--- src/rtl/logic_pkg.sv ---
// Shared types and defaults for the bit-serial arithmetic datapath.
package logic_pkg;

   typedef enum logic [1:0] {
      ST_IDLE = 2'd0,
      ST_RUN  = 2'd1,
      ST_DONE = 2'd2
   } state_t;

   localparam int WIDTH_DEF = 8;

endpackage

--- src/rtl/fulladder1bit.sv ---
// Single-bit full adder cell shared by the serial add/subtract engine.
module fulladder1bit (
   input  logic a,
   input  logic b,
   input  logic cin,
   output logic sum,
   output logic cout
);

   assign sum  = a ^ b ^ cin;
   assign cout = (a & b) | (cin & (a ^ b));

endmodule

--- src/rtl/serial_addsub_ctrl.sv ---
// Bit-serial add/subtract: one full-adder cell iterated WIDTH cycles, LSB first,
// with a start/busy/done handshake and registered result, carry and overflow.
//
// state   | meaning
// --------+-----------------------------------------------------------
// ST_IDLE | waiting for start; operands load on the accepting edge
// ST_RUN  | one bit per cycle through the adder cell, cnt = bit index
// ST_DONE | one-cycle done pulse; a new start is accepted here too
module serial_addsub_ctrl
   import logic_pkg::*;
#(
   parameter int WIDTH = WIDTH_DEF
) (
   input  logic             clk,
   input  logic             rst_n,
   input  logic             start,
   input  logic             sub,
   input  logic [WIDTH-1:0] a,
   input  logic [WIDTH-1:0] b,
   output logic             busy,
   output logic             done,
   output logic [WIDTH-1:0] result,
   output logic             cout,
   output logic             ovf
);

   localparam int CW = $clog2(WIDTH) + 1;
   localparam logic [CW-1:0] CNT_LAST   = CW'(WIDTH - 1);
   localparam logic [CW-1:0] CNT_PENULT = CW'(WIDTH - 2);

   state_t state_q, state_d;

   logic [WIDTH-1:0] sh_a, sh_b;
   logic [WIDTH-2:0] sh_r;
   logic [WIDTH-1:0] sum_cat;
   logic [CW-1:0]    cnt;
   logic             carry;
   logic             c_msb_in;
   logic             fa_sum, fa_cout;
   logic             load, step, finish;

   fulladder1bit u_fa (
      .a    (sh_a[0]),
      .b    (sh_b[0]),
      .cin  (carry),
      .sum  (fa_sum),
      .cout (fa_cout)
   );

   // Holds every sum bit produced so far, newest at the MSB.
   assign sum_cat = {fa_sum, sh_r};

   always_comb begin
      state_d = state_q;
      load    = 1'b0;
      step    = 1'b0;
      finish  = 1'b0;
      case (state_q)
         ST_IDLE, ST_DONE: begin
            if (start) begin
               state_d = ST_RUN;
               load    = 1'b1;
            end else begin
               state_d = ST_IDLE;
            end
         end
         ST_RUN: begin
            step = 1'b1;
            if (cnt == CNT_LAST) begin
               state_d = ST_DONE;
               finish  = 1'b1;
            end
         end
         default: state_d = ST_IDLE;
      endcase
   end

   always_ff @(posedge clk or negedge rst_n) begin
      if (!rst_n) begin
         state_q <= ST_IDLE;
         busy    <= 1'b0;
         done    <= 1'b0;
      end else begin
         state_q <= state_d;
         busy    <= (state_d == ST_RUN);
         done    <= (state_d == ST_DONE);
      end
   end

   always_ff @(posedge clk or negedge rst_n) begin
      if (!rst_n) begin
         sh_a     <= '0;
         sh_b     <= '0;
         sh_r     <= '0;
         carry    <= 1'b0;
         cnt      <= '0;
         c_msb_in <= 1'b0;
         result   <= '0;
         cout     <= 1'b0;
         ovf      <= 1'b0;
      end else if (load) begin
         sh_a  <= a;
         sh_b  <= sub ? ~b : b;
         carry <= sub;
         cnt   <= '0;
      end else if (step) begin
         sh_a  <= sh_a >> 1;
         sh_b  <= sh_b >> 1;
         sh_r  <= sum_cat[WIDTH-1:1];
         carry <= fa_cout;
         cnt   <= cnt + CW'(1);
         if (cnt == CNT_PENULT) begin
            c_msb_in <= fa_cout;
         end
         // Overflow is carry-into-MSB differing from carry-out-of-MSB.
         if (finish) begin
            result <= sum_cat;
            cout   <= fa_cout;
            ovf    <= fa_cout ^ c_msb_in;
         end
      end
   end

endmodule
--- config.mk ---
export PLATFORM = sky130hd
export DESIGN_NAME = serial_addsub_ctrl
export DESIGN_NICKNAME = d
export VERILOG_FILES = /design/src/rtl/logic_pkg.sv /design/src/rtl/fulladder1bit.sv /design/src/rtl/serial_addsub_ctrl.sv
export SDC_FILE = /design/constraint.sdc
export NUM_CORES = 1
export LEC_CHECK = 0
export ABC_AREA = 1
export CORE_AREA = 10 10 73 75
export CTS_CLUSTER_SIZE = 24
export DETAILED_ROUTE_END_ITERATION = 10
export DIE_AREA = 0 0 83 85
export GPL_ROUTABILITY_DRIVEN = 1
export GPL_TIMING_DRIVEN = 0
export PLACE_DENSITY = 0.84
export SYNTH_ARGS = -nofsm -noshare
export SYNTH_HDL_FRONTEND = slang
export SYNTH_SLANG_ARGS = --single-unit
--- constraint.sdc ---
create_clock -name clk -period 1.9 [get_ports clk]
set_clock_uncertainty 0.2 [all_clocks]
set_input_delay 0.19 -clock clk [delete_from_list [all_inputs] [get_ports clk]]
set_output_delay 0.19 -clock clk [all_outputs]
set_load 0.05 [all_outputs]
; ---- After elaboration in Yosys (flattened, before gate mapping)
; Cells that the tools add are included.
[op_classes]
muxes = 17
eq_ne = 6
reduce_logical = 6
n_bitwise = 8
n_addsub = 1
[ops]
columns = operator, count
row1 = two-way mux 8 bit, 5
row2 = "== test 4 x 3 -> 1 bit, second input constant", 2
row3 = two-way mux 1 bit, 8
row4 = two-way mux 4 bit, 2
row5 = NOT 8 bit, 1
row6 = AND reduction 3 bit, 2
row7 = "adder 4 x 1 -> 4 bit, second input constant", 1
row8 = "== test 2 x 1 -> 1 bit, second input constant", 2
row9 = "== test 2 bit, second input constant", 2
row10 = case mux 2 bit (2 select lines), 1
row11 = XOR 1 bit, 3
row12 = AND 1 bit, 2
row13 = zero test 2 bit, 1
row14 = two-way mux 2 bit, 1
row15 = AND reduction 2 bit, 1
row16 = nonzero test 2 bit, 1
row17 = OR reduction 2 bit, 1
row18 = NOT 1 bit, 1
row19 = OR 1 bit, 1
[word_totals]
out_inout_bits = 12
register_bits = 43
in_bits = 20

; ---- Longest topological paths before layout
; Gate-level depths: netlist of the first run.
[depth]
depth_word = 5
ltp_mapped = 8

; ---- Cells and area by module
; A second synthesis of the first run with hierarchy kept.
[hier_totals]
hier_cells = 249
hier_area_um2 = 2034.5
[by_module_without_submodules]
columns = mod, cells_per_inst, instances, area_per_inst_um2
row1 = serial_addsub_ctrl, 248, 1, 2014.4
row2 = fulladder1bit, 1, 1, 20.0

; ---- Least setup slack after synthesis of the first run
; No wires, ideal clock.
[synth_timing]
path_type = register to register
start = reg carry
end = reg ovf
setup_slack_ns = 0.456
setup_time_ns = 0.119
stages_incl_launch_ff = 5
synth_period_minus_slack_ns = 1.444
t_arrival_ns = 1.125
path_buffers = 0
path_cell_list = dfrtp_1 fa_1 xor2_1 nand2_1 nand2_1
[synth_between]
elab_chain_len = 3
[synth_rtl]
columns = element, line_no
row1 = "start, declared", serial_addsub_ctrl.sv:37  ; logic carry;
row2 = "start signal, assigned", serial_addsub_ctrl.sv:104  ; carry <= sub;
row3 = "start signal, assigned", serial_addsub_ctrl.sv:110  ; carry <= fa_cout;
row4 = AND 1 bit, fulladder1bit.sv:11  ; assign cout = (a & b) | (cin & (a ^ b));
row5 = OR 1 bit, fulladder1bit.sv:11
row6 = via fa_cout, serial_addsub_ctrl.sv:39  ; logic fa_sum, fa_cout;
row7 = XOR 1 bit, serial_addsub_ctrl.sv:119  ; ovf <= fa_cout ^ c_msb_in;
row8 = "end signal, assigned", serial_addsub_ctrl.sv:119
row9 = "end, declared", serial_addsub_ctrl.sv:24  ; output logic ovf
; The timed path passes the listed nets, and every way through them passes these cells.
; A chain may end at the register's enable or synchronous reset.

; ---- Worst setup path after layout of the first run
[layout_timing]
start = reg result[4]
end = out result[4]
[layout_rtl]
columns = element, line_no
row1 = "start, declared", serial_addsub_ctrl.sv:22  ; output logic [WIDTH-1:0] result,
row2 = "start signal, assigned", serial_addsub_ctrl.sv:117  ; result <= sum_cat;
; No word-level cell between the ends.

==> out/results.tsv, run 1 <==
metric	value	unit
initial antenna violation count	0	
number of clock sinks	43	
sequential-to-total area share from yosys stat	52.89	%
crit path capture type	output port	
Fin Setup TNS	0	ns
Worst Min Path Start	sub	
worst path bufs/invs	1	
final cycle utilization of the critical path	97.21	%
final setup violating endpoints	0	
required time worst endpoint	1.51	ns
Top Family by Delay on Critical Path	buffers and inverters	
number of core rows	23	
Synth Area per Inst	8.203	um2
final number of max-transition violations	0	
flop2flop setup slack	0.37	ns
Die Outline Area	0.007055	mm2
maximum single-stage delay on the critical path	0.80	ns
worst slack at placement	0.3249	ns
clock period minus worst slack	1.847	ns
Final #Nets	310	
count of boundary I/O pins	32	
Worst Setup Path Type	flop to output port	
drt drc	0	
post-synth net total	271	
number of buffers added for setup after CTS	0	
core utilization of the finished layout	65.15	%
Longest Clk Path Bufs	2	
count of input and output buffers	30	
Layout area overhead	25.34	%
Core ar.	0.003914	mm2
cell with the largest stage delay on the worst path	sky130_fd_sc_hd__clkdlybuf4s50_1	
max-cap violation count	0	
highest fanout seen on the critical path	2	
detailed router's first-iteration violation count	107	
Syn Std Cell Area	0.002034	mm2
placer's final routability congestion estimate	0.7967	
clock latency of the later-clocked register in the worst-skew pair	0.30	ns
beginning of the worst register-to-register path	carry	
global route total overflow	0	
maximum vdd ir drop	772.0	uV
Worst setup SP type	flop	
commonest non-fill, non-tap cells in the layout	sky130_fd_sc_hd__nand2_1, sky130_fd_sc_hd__dfrtp_1, sky130_fd_sc_hd__nor2_1	
arrival time of the worst setup path	1.46	ns
Leak Pwr	1.344	nW
Peak Freq	0.5414	GHz
worst hold path depth	5	
first-pass GRT wire length	7.320	mm
Clk Tree Root Cell	sky130_fd_sc_hd__clkbuf_8	
slew at the pin with the worst max-slew slack	0.5429	ns
count of cells along the worst register-to-register path	4	
initial cell density of the core	51.98	%
Hold Violations, Final	0	
CTS HTree Levels	2	
via density per instance	4.882	
count of distinct cell types in the synthesized netlist	25	
number of clock buffers inserted by TritonCTS	5	
leading cell type in the layout, fill and taps excluded	sky130_fd_sc_hd__nand2_1	
max_slew headroom	63.80	%
instance count of the mapped netlist	248	
Seq cells post-synth	43	
type of the most critical hold path	input pin to flop	
detailed-router iteration count before antenna repair	4	
pin count of the biggest net entering global routing	23	
average routed wire per standard cell	12.50	um
vertical die dimension	85	um
HPWL after detailed placement	3.113	mm
warnings from Yosys	0	
CTS tree	yes	
DRT antenna net count	0	
global-route total usage across every layer	12.27	%
die boundary width	83	um
number of antenna diodes	0	
number of vias after detailed routing	1650	
Crit Reg-Reg Endpoint	ovf	
aggregate routed wire length	4.224	mm
total power divided by cell area	1684	mW/mm2
sum of internal, switching and leakage power	4.294	mW
clock-pin slew of the registers on the worst-case setup and hold paths	0.09	ns
run status	finished, final reports clean	
number of global-route vias before repair	1661	
final critical-path setup slack	0.05298	ns
share of cells above drive strength 1	10.42	%
setup repair after global routing missed its margin	no	
cells along the critical path	clkdlybuf4s50_1	
worst min-delay path endpoint	sh_b[2]	
==> cell type report <==
cell class | instances | area, um2
Buffer | 10 | 78.83
Clock buffer | 5 | 68.82
Clock inverter | 3 | 43.79
Fill cell | 354 | 1364
Inverter | 18 | 72.57
Multi-Input combinational cell | 177 | 807.0
Sequential cell | 43 | 1076
Tap cell | 50 | 62.56
Timing Repair Buffer | 32 | 340.3
==> what timing repair did <==
action / 4_1_cts / 5_1_grt
hold buffers: 1 / 0
endpoints found under the setup margin: 0 / 3
resized for setup: 0 / 3
hold endpoints to repair: 21 / 0
==> sequential cells by signal, summed over array words and instances, names as in the netlist <==
register / count
result: 8
sh_a: 8
sh_r: 7
c_msb_in: 1
carry: 1
busy: 1
done: 1
cout: 1
ovf: 1
cnt: 4
state_q: 2
sh_b: 8
==> power breakdown <==
part / internal (mW) / total, mW / switching, mW
Combinational: 0.733 / 2.02 / 1.29
Sequential: 1.33 / 1.56 / 0.228
Clock: 0.391 / 0.712 / 0.320
Total: 2.46 / 4.29 / 1.84
==> metal layers <==
layer / wire, um / part of all wire (%) / GRT usage [%] / vias to the layer above
met5: 0 / 0 / 0 / -
met4: 55 / 1.3 / 4.334 / 0
met3: 249 / 5.9 / 3.728 / 4
met2: 2059 / 49 / 20.51 / 44
met1: 1859 / 44 / 14.60 / 762
li1: - / - / - / 840
==> cells in the mapped netlist, drive strengths merged <==
cell type	n	area share (%)
nand2	101	19
dfrtp	43	53
nor2	32	6.6
nand3	22	6.3
inv	18	3.6
o21ai	14	3.4
buf	9	3.6
ha	2	1.2
clkbuf	1	0.25
fa	1	0.98
nand3b	1	0.37
nand4	1	0.31
or2	1	0.31
xnor2	1	0.43
xor2	1	0.43
==> kinds of logic after synthesis <==
logic type / synth area share [%]
simple gates: 33.15
flops: 52.89
buf+inv: 7.441
compound gates: 3.444
fa+ha+maj: 2.214
xor+xnor: 0.8612
==> per-stage QoR <==
step                      std cells  instance area, um2  hold WS, ns
after floorplan                 248                2034      -0.3056
after global placement          328                2397       0.2521
after detailed placement        329                2420     0.004768
after CTS                       338                2542       0.1304
after global routing            338                2550       0.1787
final                           338                2550       0.1386
==> worst max path at each step <==
stage               slack (ns)         to      start  depth (start not counted)
global route             0.001  result[0]  result[0]                          1
floorplan                 0.46        ovf      carry                          4
detailed placement        0.32      carry      start                          6
global placement         -0.64  result[0]      rst_n                          1
finish                    0.05  result[4]  result[4]                          1
CTS                       0.03  result[6]  result[6]                          1
No activity file was read; power rests on OpenSTA's default activity.
==> inputs of run 2 (changes only) <==
--- a/config.mk
+++ b/config.mk
@@ -6,13 +6,14 @@
 export NUM_CORES = 1
 export LEC_CHECK = 0
 export ABC_AREA = 1
-export CORE_AREA = 10 10 73 75
+export CORE_AREA = 2 2 64 66
+export CTS_BUF_LIST = sky130_fd_sc_hd__clkbuf_8
 export CTS_CLUSTER_SIZE = 24
 export DETAILED_ROUTE_END_ITERATION = 10
-export DIE_AREA = 0 0 83 85
+export DIE_AREA = 0 0 66 68
 export GPL_ROUTABILITY_DRIVEN = 1
 export GPL_TIMING_DRIVEN = 0
-export PLACE_DENSITY = 0.84
+export PLACE_DENSITY = 0.83
 export SYNTH_ARGS = -nofsm -noshare
 export SYNTH_HDL_FRONTEND = slang
 export SYNTH_SLANG_ARGS = --single-unit
==> out/results.tsv, run 2 (synthesized netlist as in run 1, its figures left out) <==
metric	value	unit
Peak Freq	0.5430	GHz
Clk Tree Root Cell	sky130_fd_sc_hd__clkbuf_8	
required time worst endpoint	1.51	ns
HPWL after detailed placement	2.833	mm
cell with the largest stage delay on the worst path	sky130_fd_sc_hd__clkdlybuf4s50_1	
worst path bufs/invs	1	
number of antenna diodes	0	
average routed wire per standard cell	11.49	um
leading cell type in the layout, fill and taps excluded	sky130_fd_sc_hd__nand2_1	
slew at the pin with the worst max-slew slack	0.4997	ns
global-route total usage across every layer	20.29	%
Die Outline Area	0.004488	mm2
Worst Min Path Start	sub	
number of global-route vias before repair	1548	
Core ar.	0.003856	mm2
Layout area overhead	24.72	%
via density per instance	4.858	
initial antenna violation count	0	
drt drc	0	
final critical-path setup slack	0.05833	ns
share of cells above drive strength 1	10.42	%
maximum vdd ir drop	813.9	uV
setup repair after global routing missed its margin	no	
aggregate routed wire length	3.884	mm
maximum single-stage delay on the critical path	0.80	ns
final cycle utilization of the critical path	96.93	%
first-pass GRT wire length	6.796	mm
worst slack at placement	0.3118	ns
arrival time of the worst setup path	1.45	ns
clock-pin slew of the registers on the worst-case setup and hold paths	0.09	ns
detailed-router iteration count before antenna repair	4	
cells along the critical path	clkdlybuf4s50_1	
number of clock buffers inserted by TritonCTS	5	
Worst Setup Path Type	flop to output port	
clock latency of the later-clocked register in the worst-skew pair	0.30	ns
core utilization of the finished layout	65.80	%
beginning of the worst register-to-register path	carry	
number of buffers added for setup after CTS	0	
amount of wire on met2 after detailed routing	1.855	mm
Final #Nets	310	
detailed router's first-iteration violation count	66	
clock period minus worst slack	1.842	ns
number of clock sinks	43	
CTS HTree Levels	2	
pin count of the biggest net entering global routing	26	
initial cell density of the core	52.76	%
max-cap violation count	0	
top layer in use	met4	
die boundary width	66	um
vertical die dimension	68	um
count of input and output buffers	30	
count of boundary I/O pins	32	
DRT antenna net count	0	
final number of max-transition violations	0	
number of vias after detailed routing	1642	
met1 WL	1.785	mm
Longest Clk Path Bufs	2	
highest fanout seen on the critical path	2	
largest registers ranked by flip-flop count	result x8, sh_a x8, sh_b x8	
Top Family by Delay on Critical Path	buffers and inverters	
routed wire length on met3	179	um
Hold Violations, Final	0	
max_slew headroom	66.63	%
total power divided by cell area	1643	mW/mm2
launch point of the worst path	result[4]	
run status	finished, final reports clean	
number of core rows	23	
type of the most critical hold path	input pin to flop	
global route total overflow	0	
CTS tree	yes	
crit path capture type	output port	
Leak Pwr	1.365	nW
final setup violating endpoints	0	
placer's final routability congestion estimate	0.8053	
Worst setup SP type	flop	
commonest non-fill, non-tap cells in the layout	sky130_fd_sc_hd__nand2_1, sky130_fd_sc_hd__dfrtp_1, sky130_fd_sc_hd__nor2_1	
final-layout worst hold slack	0.1452	ns
==> run 2: final cells by class <==
class	instances	area, um2
Sequential cell	43	1076
Multi-Input combinational cell	177	807.0
Tap cell	50	62.56
Buffer	10	78.83
Fill cell	330	1319
Clock buffer	5	68.82
Timing Repair Buffer	32	347.8
Clock inverter	3	23.77
Inverter	18	72.57
==> run 2: tightest hold or removal path, stage by stage <==
cell                       delay, ns
sky130_fd_sc_hd__clkbuf_2       0.16
sky130_fd_sc_hd__nor2_1         0.07
sky130_fd_sc_hd__nor2_1         0.09
sky130_fd_sc_hd__nand2_1        0.05
sky130_fd_sc_hd__nand3_1        0.05
==> run 2: final timing paths <==
check | endpoint | slack, ns | cells after the start
setup / recovery | result[4] | 0.06 | 1
setup reg to reg | ovf | 0.38 | 4
min in group asynchronous | sh_a[3] | 0.17 | 2
hold reg to reg | cout | 0.27 | 2
max in group asynchronous | sh_b[5] | 0.84 | 3
hold / removal | sh_b[2] | 0.15 | 5
==> run 2: repair_timing <==
item,in CTS,in global routing
endpoints found under the setup margin,0,6
hold endpoints to repair,43,0
gates resized for setup,0,6
hold buffers,1,0
==> run 2: routing by layer <==
| metal | vias to the layer above | track usage, % |
|---|---|---|
| li1 | 842 | - |
| met1 | 754 | 25.86 |
| met2 | 38 | 33.33 |
| met3 | 8 | 6.250 |
| met4 | 0 | 6.633 |
| met5 | - | 0 |
==> run 2: per-stage QoR <==
step                power (mW)  instances  setup TNS (ns)  area (um2)
finish                   4.169        338               0        2537
global route             4.518        338               0        2537
CTS                      4.199        338               0        2522
detailed placement       3.598        329               0        2420
global placement         3.515        328          -27.63        2397
floorplan                3.017        248               0        2034
==> run 2: power breakdown <==
| part | internal (mW) | switching [mW] |
|---|---|---|
| Combinational | 0.730 | 1.28 |
| Clock | 0.263 | 0.334 |
| Sequential | 1.33 | 0.228 |
